**src/rtl/seg7_pkg.sv**
```systemverilog
// Shared 7-segment definitions: segment bit order and the active-high glyph patterns.
// Bit order of every 7-bit segment vector: bit6=a, bit5=b, ... bit0=g.
package seg7_pkg;

    localparam int SEG_A = 6;
    localparam int SEG_G = 0;

    localparam logic [6:0] SEG_0    = 7'b1111110;
    localparam logic [6:0] SEG_1    = 7'b0110000;
    localparam logic [6:0] SEG_2    = 7'b1101101;
    localparam logic [6:0] SEG_3    = 7'b1111001;
    localparam logic [6:0] SEG_4    = 7'b0110011;
    localparam logic [6:0] SEG_5    = 7'b1011011;
    localparam logic [6:0] SEG_6    = 7'b1011111;
    localparam logic [6:0] SEG_7    = 7'b1110000;
    localparam logic [6:0] SEG_8    = 7'b1111111;
    localparam logic [6:0] SEG_9    = 7'b1111011;
    localparam logic [6:0] SEG_DASH = 7'b0000001;
    localparam logic [6:0] SEG_OFF  = 7'b0000000;

endpackage

```
**src/rtl/seg7_bcd_decoder.sv**
```systemverilog
// Combinational BCD nibble to active-high segment pattern; codes 10-15 render a dash.
module seg7_bcd_decoder
    import seg7_pkg::*;
(
    input  logic [3:0] bcd,
    output logic [6:0] seg
);

    always_comb begin
        seg = SEG_DASH;
        case (bcd)
            4'd0: seg = SEG_0;
            4'd1: seg = SEG_1;
            4'd2: seg = SEG_2;
            4'd3: seg = SEG_3;
            4'd4: seg = SEG_4;
            4'd5: seg = SEG_5;
            4'd6: seg = SEG_6;
            4'd7: seg = SEG_7;
            4'd8: seg = SEG_8;
            4'd9: seg = SEG_9;
            default: seg = SEG_DASH;
        endcase
    end

endmodule

```
**src/rtl/seg7_scan_display_driver.sv**
```systemverilog
// Multiplexed NUM_DIGITS 7-segment driver with frame-synchronous double buffering.
// Optional leading-zero blanking when SEG7_LEADING_ZERO_BLANK_EN is defined.
module seg7_scan_display_driver
    import seg7_pkg::*;
#(
    parameter int NUM_DIGITS  = 4,
    parameter int REFRESH_DIV = 50000,
    parameter int ACTIVE_LOW  = 1
) (
    input  logic                      clk,
    input  logic                      rst,
    input  logic                      load,
    input  logic [4*NUM_DIGITS-1:0]   bcd_in,
    input  logic [NUM_DIGITS-1:0]     blank_in,
    output logic                      load_ack,
    output logic [6:0]                seg_out,
    output logic [NUM_DIGITS-1:0]     dig_sel,
    output logic                      frame_done
);

    localparam int CNT_W = (REFRESH_DIV > 1) ? $clog2(REFRESH_DIV) : 1;
    localparam int IDX_W = (NUM_DIGITS > 1) ? $clog2(NUM_DIGITS) : 1;
    localparam logic [CNT_W-1:0] CNT_LAST = CNT_W'(REFRESH_DIV - 1);
    localparam logic [IDX_W-1:0] IDX_LAST = IDX_W'(NUM_DIGITS - 1);
    localparam logic [6:0] SEG_INV = {7{ACTIVE_LOW != 0}};
    localparam logic [NUM_DIGITS-1:0] DIG_INV = {NUM_DIGITS{ACTIVE_LOW != 0}};

    logic [CNT_W-1:0]        cnt_q, cnt_d;
    logic [IDX_W-1:0]        idx_q, idx_d;
    logic                    pend_q, pend_d;
    logic [4*NUM_DIGITS-1:0] sh_bcd_q, sh_bcd_d, act_bcd_q, act_bcd_d;
    logic [NUM_DIGITS-1:0]   sh_blank_q, sh_blank_d, act_blank_q, act_blank_d;
    logic [6:0]              seg_q, seg_d;
    logic [NUM_DIGITS-1:0]   dig_q, dig_d;
    logic                    ack_q, ack_d;
    logic                    frame_q, frame_d;

    logic                    tick, wrap;
    logic [3:0]              cur_nib;
    logic [6:0]              dec_seg;
    logic                    cur_dark;
    logic [NUM_DIGITS-1:0]   dig_hot;
    logic [NUM_DIGITS-1:0]   lz_blank;

    // A load in the wrap cycle flows through the shadow into active, leaving pending clear.
    always_comb begin
        tick        = (cnt_q == CNT_LAST);
        wrap        = tick && (idx_q == IDX_LAST);
        cnt_d       = tick ? '0 : cnt_q + 1'b1;
        idx_d       = idx_q;
        if (tick) begin
            idx_d = wrap ? '0 : idx_q + 1'b1;
        end
        sh_bcd_d    = load ? bcd_in : sh_bcd_q;
        sh_blank_d  = load ? blank_in : sh_blank_q;
        pend_d      = pend_q | load;
        act_bcd_d   = act_bcd_q;
        act_blank_d = act_blank_q;
        if (wrap && pend_d) begin
            act_bcd_d   = sh_bcd_d;
            act_blank_d = sh_blank_d;
            pend_d      = 1'b0;
        end
        ack_d       = load;
        frame_d     = wrap;
    end

`ifdef SEG7_LEADING_ZERO_BLANK_EN
    logic lz_seen;

    always_comb begin
        lz_seen  = 1'b0;
        lz_blank = '0;
        for (int i = NUM_DIGITS - 1; i > 0; i--) begin
            if (act_bcd_d[4*i +: 4] != 4'd0) begin
                lz_seen = 1'b1;
            end
            lz_blank[i] = ~lz_seen;
        end
    end
`else
    assign lz_blank = '0;
`endif

    seg7_bcd_decoder u_dec (
        .bcd (cur_nib),
        .seg (dec_seg)
    );

    // Output registers load the glyph for the index being entered, so they track the slot exactly.
    always_comb begin
        cur_nib  = act_bcd_d[4*idx_d +: 4];
        cur_dark = act_blank_d[idx_d] | lz_blank[idx_d];
        dig_hot  = '0;
        dig_hot[idx_d] = 1'b1;
        seg_d    = seg_q;
        dig_d    = dig_q;
        if (tick) begin
            seg_d = (cur_dark ? SEG_OFF : dec_seg) ^ SEG_INV;
            dig_d = dig_hot ^ DIG_INV;
        end
    end

    always_ff @(posedge clk or posedge rst) begin
        if (rst) begin
            cnt_q       <= '0;
            idx_q       <= '0;
            pend_q      <= 1'b0;
            sh_bcd_q    <= '0;
            sh_blank_q  <= '1;
            act_bcd_q   <= '0;
            act_blank_q <= '1;
            seg_q       <= SEG_OFF ^ SEG_INV;
            dig_q       <= DIG_INV;
            ack_q       <= 1'b0;
            frame_q     <= 1'b0;
        end else begin
            cnt_q       <= cnt_d;
            idx_q       <= idx_d;
            pend_q      <= pend_d;
            sh_bcd_q    <= sh_bcd_d;
            sh_blank_q  <= sh_blank_d;
            act_bcd_q   <= act_bcd_d;
            act_blank_q <= act_blank_d;
            seg_q       <= seg_d;
            dig_q       <= dig_d;
            ack_q       <= ack_d;
            frame_q     <= frame_d;
        end
    end

    assign load_ack   = ack_q;
    assign seg_out    = seg_q;
    assign dig_sel    = dig_q;
    assign frame_done = frame_q;

endmodule

```
**config.mk**
```make
export PLATFORM = sky130hd
export DESIGN_NAME = seg7_scan_display_driver
export DESIGN_NICKNAME = d
export VERILOG_FILES = /design/src/rtl/seg7_pkg.sv /design/src/rtl/seg7_bcd_decoder.sv /design/src/rtl/seg7_scan_display_driver.sv
export SDC_FILE = /design/constraint.sdc
export NUM_CORES = 1
export LEC_CHECK = 0
export ABC_AREA = 1
export CORE_UTILIZATION = 42
export DETAILED_ROUTE_END_ITERATION = 16
export GPL_ROUTABILITY_DRIVEN = 1
export PLACE_DENSITY_LB_ADDON = 0.25
export SETUP_SLACK_MARGIN = 0.5
export SYNTH_ARGS = -nofsm -noshare
export SYNTH_HDL_FRONTEND = slang
export SYNTH_SLANG_ARGS = --single-unit
```
**constraint.sdc**
```tcl
create_clock -name clk -period 3.5 [get_ports clk]
set_input_delay 0.7 -clock clk [delete_from_list [all_inputs] [get_ports clk]]
set_output_delay 0.7 -clock clk [all_outputs]
set_load 0.01 [all_outputs]
```
# Word level (Yosys, flattened, before mapping)
# Memory sizes are Yosys's and may differ from the RTL's.
# Index checks and enable logic that the tools add are counted.
dict set report word_totals {
  memories 1
  register_bits 72
  mem_bits_ro 112
  input_bits 23
}
# name depth word_bits read_ports rd_clocked_by_memory_dff write_ports line
set mem_list {}
lappend mem_list {{(name not given)} 16 7 1 0 0 seg7_bcd_decoder.sv:11} ;# case (bcd)
dict set report op_classes {
  bitwise 4
  addsub 2
  magnitude_cmp 2
  eq_ne 2
  muxes 15
  reduce_logical 3
  shift 1
}
# operator count
set op_table {}
lappend op_table {{2-to-1 mux 16 bit} 3}
lappend op_table {{adder 16 x 1 -> 16 bit, second input constant} 1}
lappend op_table {{== test 16 bit, second input constant} 1}
lappend op_table {{indexed part select 16 x 5 -> 4 bit} 1}
lappend op_table {{2-to-1 mux 4 bit} 2}
lappend op_table {{2-to-1 mux 7 bit} 1}
lappend op_table {{inverter 7 bit} 1}
lappend op_table {{binary-select mux 1 bit (select 2 bit)} 2}
lappend op_table {{2-to-1 mux 1 bit} 4}
lappend op_table {{2-to-1 mux 2 bit} 2}
lappend op_table {{inverter 4 bit} 1}
lappend op_table {{logical AND 1 bit} 3}
lappend op_table {{less-than comparator 2 x 3 -> 1 bit, second input constant} 1}
lappend op_table {{adder 2 x 1 -> 2 bit, second input constant} 1}
lappend op_table {{demux 1 bit (select 2 bit)} 1}
lappend op_table {{== test 2 bit, second input constant} 1}
lappend op_table {{>= comparator 2 x 1 -> 1 bit, second input constant} 1}
lappend op_table {{OR 1 bit} 2}

# Depth between registers and ports, before layout
dict set report depth {
  word_depth 9
  depth_mapped 20
  depth_no_buf 20
}

# By module
# Synthesis repeated with hierarchy kept, for this count alone.
dict set report unflattened {
  cells_unflattened 431
  area_unflattened_um2 3609.7
}
# module area_per_inst_um2 cells_each n_inst seq_area_each_um2
set by_module_without_submodules {}
lappend by_module_without_submodules {seg7_scan_display_driver 3417.0 395 1 1825.5}
lappend by_module_without_submodules {seg7_bcd_decoder 192.7 36 1 0.0}

# Worst setup path after synthesis
# No wires, ideal clock.
dict set report synth_path {
  kind {input to register}
  start {in load}
  end {reg seg_q[3] (netlist: seg_out[3])}
  cell_stages 16
  slack_ns 1.153
  t_required_ns 3.424
  path_buffers 1
  t_arrival_ns 2.271
  setup_time_ns 0.076
  path_cell_list {nor2_1 > clkinv_1 > clkbuf_1 > nand3_1 > nand2_1 > nand2_1 > nand2_1 > nor2_1 > inv_1 > ha_1 > inv_1 > nand2_1 > nand2_1 > nor2_1 > nor2_1 > nor2_1}
}
# element line
set synth_lines {}
lappend synth_lines {{start: declaration} seg7_scan_display_driver.sv:12} ;# input logic load,
lappend synth_lines {{OR 1 bit} seg7_scan_display_driver.sv:56} ;# pend_d = pend_q | load;
lappend synth_lines {{logical AND 1 bit} seg7_scan_display_driver.sv:59} ;# if (wrap && pend_d) begin
lappend synth_lines {{2-to-1 mux 16 bit (*)} seg7_scan_display_driver.sv:59}
lappend synth_lines {{via act_bcd_d[12]} seg7_scan_display_driver.sv:31} ;# logic [4*NUM_DIGITS-1:0] sh_bcd_q, sh_bcd_d, act_bcd_q, act_bcd_d;
lappend synth_lines {{indexed part select 16 x 5 -> 4 bit (*)} seg7_scan_display_driver.sv:92} ;# cur_nib = act_bcd_d[4*idx_d +: 4];
lappend synth_lines {{memory read (16 x 7 bit) (*)} --}
lappend synth_lines {{2-to-1 mux 7 bit (*)} seg7_scan_display_driver.sv:99} ;# seg_d = (cur_dark ? SEG_OFF : dec_seg) ^ SEG_INV;
lappend synth_lines {{inverter 7 bit (no source line) (*)} --}
lappend synth_lines {{end signal: assignment} seg7_scan_display_driver.sv:113} ;# seg_q <= SEG_OFF ^ SEG_INV;
lappend synth_lines {{end signal: assignment} seg7_scan_display_driver.sv:125} ;# seg_q <= seg_d;
lappend synth_lines {{end: declaration} seg7_scan_display_driver.sv:33} ;# logic [6:0] seg_q, seg_d;
# The timed path passes the listed nets; every way through them passes the cells marked *. The select of a mux whose other input is x is not followed.
# A chain may end at the register's enable or synchronous reset.

# Worst setup path after layout
dict set report layout_path {
  start {in load}
  end {reg seg_q[5] (netlist: seg_out[5])}
}
# element line
set layout_lines {}
lappend layout_lines {{2-to-1 mux 16 bit} seg7_scan_display_driver.sv:54} ;# sh_bcd_d = load ? bcd_in : sh_bcd_q;
lappend layout_lines {{via sh_bcd_d[13]} seg7_scan_display_driver.sv:31}
lappend layout_lines {{2-to-1 mux 16 bit} seg7_scan_display_driver.sv:59}
lappend layout_lines {{via act_bcd_d[13]} seg7_scan_display_driver.sv:31}
lappend layout_lines {{indexed part select 16 x 5 -> 4 bit} seg7_scan_display_driver.sv:92}
lappend layout_lines {{memory read (16 x 7 bit)} --}
lappend layout_lines {{2-to-1 mux 7 bit} seg7_scan_display_driver.sv:99}
lappend layout_lines {{inverter 7 bit (no source line)} --}
# The timed path passes the listed nets, and every way through them passes these cells. The select of a mux whose other input is x is not followed.

==> metrics.txt <==
Max Cap Viol=0; Worst-Skew Late Latency=0.34 ns; run status=completed; GRT met1 Usage=23.60%; CTS Root Cell=clkbuf_8; Setup crit end kind=flop; Final min period=2.681 ns; GRT Util Overall=18.07%; Sink Count=72; worst hold-check path type=reg2reg; Cell Area, Synth=3597 sq um; CTS tree=built; fraction of layout cells with a size suffix above 1=19.35%; commonest non-fill, non-tap cells in the layout=nand2_1 (153), dfrtp_1 (53), inv_1 (43); global-route wire length before repair=12430 um; Synth Instances=439; post-route clock period utilization=76.59%; P&R area growth vs syn=20.03%; r2r setup slk=0.91 ns; sequential area share after synthesis=50.75%; endpoints failing setup=0; routability cong.=0.8030; initial antenna violation count=0; register area=1826 sq um; Via density=4.659; grt total ovfl=0; Final nets=516; RSZ-0062 raised after global routing=false; initial drt markers=66; Net Count, Synth=469; fmax=373.1 MHz; chip height=94.55 um; leading cell type in the layout, fill and taps excluded=nand2_1; power density over cell area=368.4 nW/um^2; post-synth cell types=31; Worst setup SP type=primary input; DIE AREA=8939 sq um; largest net degree at the start of global routing=39; Power Total=1.591 mW; Core Footprint=8258 sq um; maximum root-to-sink buffer count=2; fin util=52.29%; Routed WL per cell=11.93 um; slew of the pin with the lowest slew margin=0.7273 ns; worst endpoint required time=3.78 ns; Slew headroom=51.44%; wirelength, routed=7110 um; vias in the first global route=2785; crit path DAT=2.96 ns; dpl hpwl=5166 um; H-tree levels=3; starting density of the core=43.56%; Slew Viols, Final=0; Reg clk slew, reported paths=0.07 ns; Final Hold Fails=0; Residual DRC=0; GRT Max-Usage Layer=met2; die width=94.55 um; met2 Track Usage GR=29.29%; fillcell total=794; Mapped Avg Cell Area=8.194 sq um; Ys Warns=0; maximum vdd drop=0.2866 mV; I/O pin count=36; #FFs+latches synth=72; clock skew=0.009710 ns; Rows=33; PortBufs=35; GR Util met3=4.106%; leakage=2.209 nW; Num CTS Buffers=9; first-pass iteration count of the detailed router=4; setup TNS=0 ns; post-route ant nets=0; n_diodes=0; critical path class=in2reg; DR vias=2777; Multi-input gate area=1535 sq um; Crit Path Max Fanout=18
==> Yosys cell counts, drive strengths merged <==
| cell type | instances | area share [%] |
|---|---|---|
| or2 | 2 | 0.35 |
| nand4 | 10 | 2.2 |
| xor2 | 2 | 0.49 |
| dfstp | 19 | 14 |
| and3 | 2 | 0.35 |
| a31oi | 1 | 0.17 |
| o21ai | 15 | 2.1 |
| clkinv | 2 | 0.21 |
| dfrtp | 53 | 37 |
| inv | 52 | 5.4 |
| mux2i | 2 | 0.56 |
| ha | 7 | 2.4 |
| nor3b | 1 | 0.21 |
| nor3 | 4 | 0.56 |
| nand2 | 177 | 20 |
| a21oi | 10 | 1.4 |
| nor2 | 51 | 7.9 |
| buf | 3 | 0.59 |
| nand3 | 20 | 3.1 |
| clkbuf | 4 | 0.42 |
| nand3b | 1 | 0.21 |
| nor4 | 1 | 0.17 |
==> metal layers <==
metal	vias up	share of wire (%)
met3	9	3.4
li1	1453	-
met5	-	0
met4	0	1.4
met2	43	45
met1	1272	50
==> cell type report <==
cell class,instances,share of cell area (%)
flip-flops and latches,72,42.28
multi-input cells,306,35.55
clock buffers,10,3.187
repair buffers,43,9.794
clock inverters,6,1.362
well taps,105,3.043
inverters,54,4.781
==> worst paths after layout <==
kind	start	cells after the start	endpoint
worst max-delay path	load	15	seg_out[5]
max in group asynchronous	rst	3	seg_out[3]
worst min register to register	cnt_q[0]	1	cnt_q[0]
worst min-delay path	cnt_q[0]	1	cnt_q[0]
min in group asynchronous	rst	2	sh_bcd_q[5]
worst max register to register	cnt_q[0]	16	seg_out[5]
==> stage by stage <==
stage / cell area (sq um) / hold slack (ns) / cells / setup slack (ns)
after floorplan: 3597 / 0.4329 / 439 / 1.007
after global placement: 4078 / 0.4560 / 575 / 0.3556
after detailed placement: 4078 / 0.4577 / 575 / 0.2633
after CTS: 4274 / 0.4693 / 591 / 0.6266
after global routing: 4318 / 0.4968 / 596 / 0.5201
final: 4318 / 0.4651 / 596 / 0.8195
==> worst max-delay path, cell delays in order <==
cell and delay [ns]:
clkdlybuf4s50_1 0.57, clkinvlp_4 0.31, nand2_1 0.13, nand2_1 0.08
nand4_1 0.10, nand2_1 0.08, nand2_1 0.06, nand2_1 0.09
nor2_2 0.22, ha_1 0.27, inv_1 0.05, nor2_1 0.04
nand3b_1 0.15, nand2_1 0.06, inv_1 0.04
==> power by group <==
group          leakage (nW)  total, mW  internal, mW  switching [mW]
Clock                 0.106      0.648         0.345           0.304
Combinational          1.22     0.0811        0.0356          0.0455
Sequential            0.888      0.862         0.857         0.00502
Total                  2.21       1.59          1.24           0.354
==> cell families after synthesis <==
| kind of cell | share of synthesized area (%) |
|---|---|
| and+or+nand+nor | 35.48 |
| DFF | 50.75 |
| buffers and inverters | 6.644 |
| AOI/OAI and AO/OA | 3.652 |
| adders and majority gates | 2.435 |
| xor gates and xnor gates | 0.4870 |
| muxes | 0.5565 |
==> state kept, by name, summed over array words and instances, names as in the netlist <==
signal and cells:
cnt_q 16, seg_out 7, idx_q 2, act_bcd_q 16
frame_done 1, load_ack 1, dig_sel 4, sh_bcd_q 16
pend_q 1, sh_blank_q 4, act_blank_q 4
==> timing repair <==
action | 4_1_cts | 5_1_grt
buffers inserted | 0 | 5
hold buffers | 0 | 0
setup endpoints to repair | 0 | 5
gates resized for setup | 0 | 2
No activity file was read; power rests on OpenSTA's default activity.
==> variant (same settings) <==
The parameter `REFRESH_DIV` goes from 50000 to 12500.
--- a/src/rtl/seg7_scan_display_driver.sv
+++ b/src/rtl/seg7_scan_display_driver.sv
@@ -6,3 +6,3 @@
     parameter int NUM_DIGITS  = 4,
-    parameter int REFRESH_DIV = 50000,
+    parameter int REFRESH_DIV = 12500,
     parameter int ACTIVE_LOW  = 1
Formal check against the unedited RTL: no difference found for any inputs over 10 cycles, from zero or initial values and one cycle with rst high; that may be too few to reach the edited logic, so the function may still have changed.
==> variant against the unedited design <==
- routed wire length is 0.70% higher
- worst setup slack worse by 0.10 ns
- clock skew is 0.00080 ns higher
- synthesized cell count down 2.7%
- sequential cell count fell by 2
- sequential power shrank 2.8%
- total power is 3.1% higher
- critical path depth is 1 lower
- area after synthesis shrank 1.4%
- largest power group unchanged
- combinational power increased by 1%
- global-route usage decreased by 0.29 points
- fmax down 3.7%
- worst hold slack got worse by 0.0049 ns
- final area is 1.6% lower
==> variant: results (changes against the unedited design) <==
Register area share after synthesis - 50.1% (was 50.7%)
Share of layout cells above drive strength 1 - 21.1% (was 19.3%)
Worst-path fanout max - 20 (was 18)
Vias in the first global route - 2614 (was 2785)
CP peak stage delay - 0.53 ns (was 0.57 ns)
Global Route Usage Sum - 17.8% (was 18.1%)
Leak Pwr - 0.00219 uW (was 0.00221 uW)
Biggest regs - act_bcd_q: 16 flops, sh_bcd_q: 16 flops, cnt_q: 14 flops (was act_bcd_q: 16 flops, cnt_q: 16 flops, sh_bcd_q: 16 flops)
Core area - 0.00818 mm2 (was 0.00826 mm2)
Fill count - 787 (was 794)
Synth top area share - 36.0% (was 36.9%)
Initial antenna violation count - 0 (unchanged)
Iter 0 DRT Violations - 91 (was 66)
Buffering overhead - 9.07% (was 9.79%)
Setup Skew - 0.0105 ns (was 0.00971 ns)
Comb_multi_in - 300 (was 306)
Non-clock buffer total of the final layout - 38 (was 43)
P_int - 1270 uW (was 1240 uW)
DP HPWL - 5080 um (was 5170 um)
Clock buf/inv share - 5.21% (was 4.55%)
Worst Max-Slew Pin Slew - 0.719 ns (was 0.727 ns)
Synth cell count leaders - nand2_1 (154), dfrtp_1 (51), inv_1 (43) (was nand2_1 (153), dfrtp_1 (53), inv_1 (44))
Reg2reg setup slack - 0.94 ns (was 0.91 ns)
Top post-synthesis cells by area - dfrtp_1 (36%), nand2_1 (16%), dfstp_2 (14%) (was dfrtp_1 (37%), nand2_1 (16%), dfstp_2 (14%))
WHS Endpoint - cnt_q[0] (unchanged)
Sequential share of cell area - 41.8% (was 42.3%)
Inverter count - 50 (was 54)
Placer Congestion - 0.786 (was 0.803)
Sequential cells - 70 (was 72)
Combinational Power - 81.9 uW (was 81.1 uW)
Wire length of the first global-routing pass - 12100 um (was 12400 um)
Post-synthesis mux area share - 0% (was 0.557%)
Run status - finished clean (unchanged)
WHS - 0.460 ns (was 0.465 ns)
Clk. pwr - 721 uW (was 648 uW)
Clock buf count - 9 (was 10)
Pin count of the biggest net entering global routing - 37 (was 39)
Layout Nets - 499 (was 516)
Post-Synth Adder-Cell Area - 2.47% (was 2.43%)
Dpl cell area - 0.00400 mm2 (was 0.00408 mm2)
Multi-input gate share of total cell area - 36.3% (was 35.6%)
Compound-gate portion of the synthesized area - 2.68% (was 3.65%)
==> variant: cell count changes in the layout (fill, tap and decap cells not counted), sizes merged, moves of 5 or more <==
cell / unedited run / this run
nand3: 20 / 29
o21ai: 15 / 10
buf: 8 / 3
nand4: 10 / 4
==> variant: per-stage QoR <==
stage               setup WS (ns)  util (%)  cells
finish                      0.717      52.0    579
global route                0.549      52.0    579
CTS                         0.771      51.7    577
detailed placement          0.401      49.0    561
global placement            0.457      49.0    561
floorplan                    1.06         -    427
==> variant: per-layer routing <==
layer	GRT usage, %	part of all wire [%]	wire (um)
met1	22.4	47	3350
met2	30.4	48	3430
met3	4.21	4.1	292
met4	5.00	1.2	85
met5	0	0	0
==> variant: what timing repair did <==
| action | 4_1_cts | 5_1_grt |
|---|---|---|
| setup buffers | 0 | 0 |
| endpoints found under the setup margin | 0 | 3 |
| resized for setup | 0 | 2 |
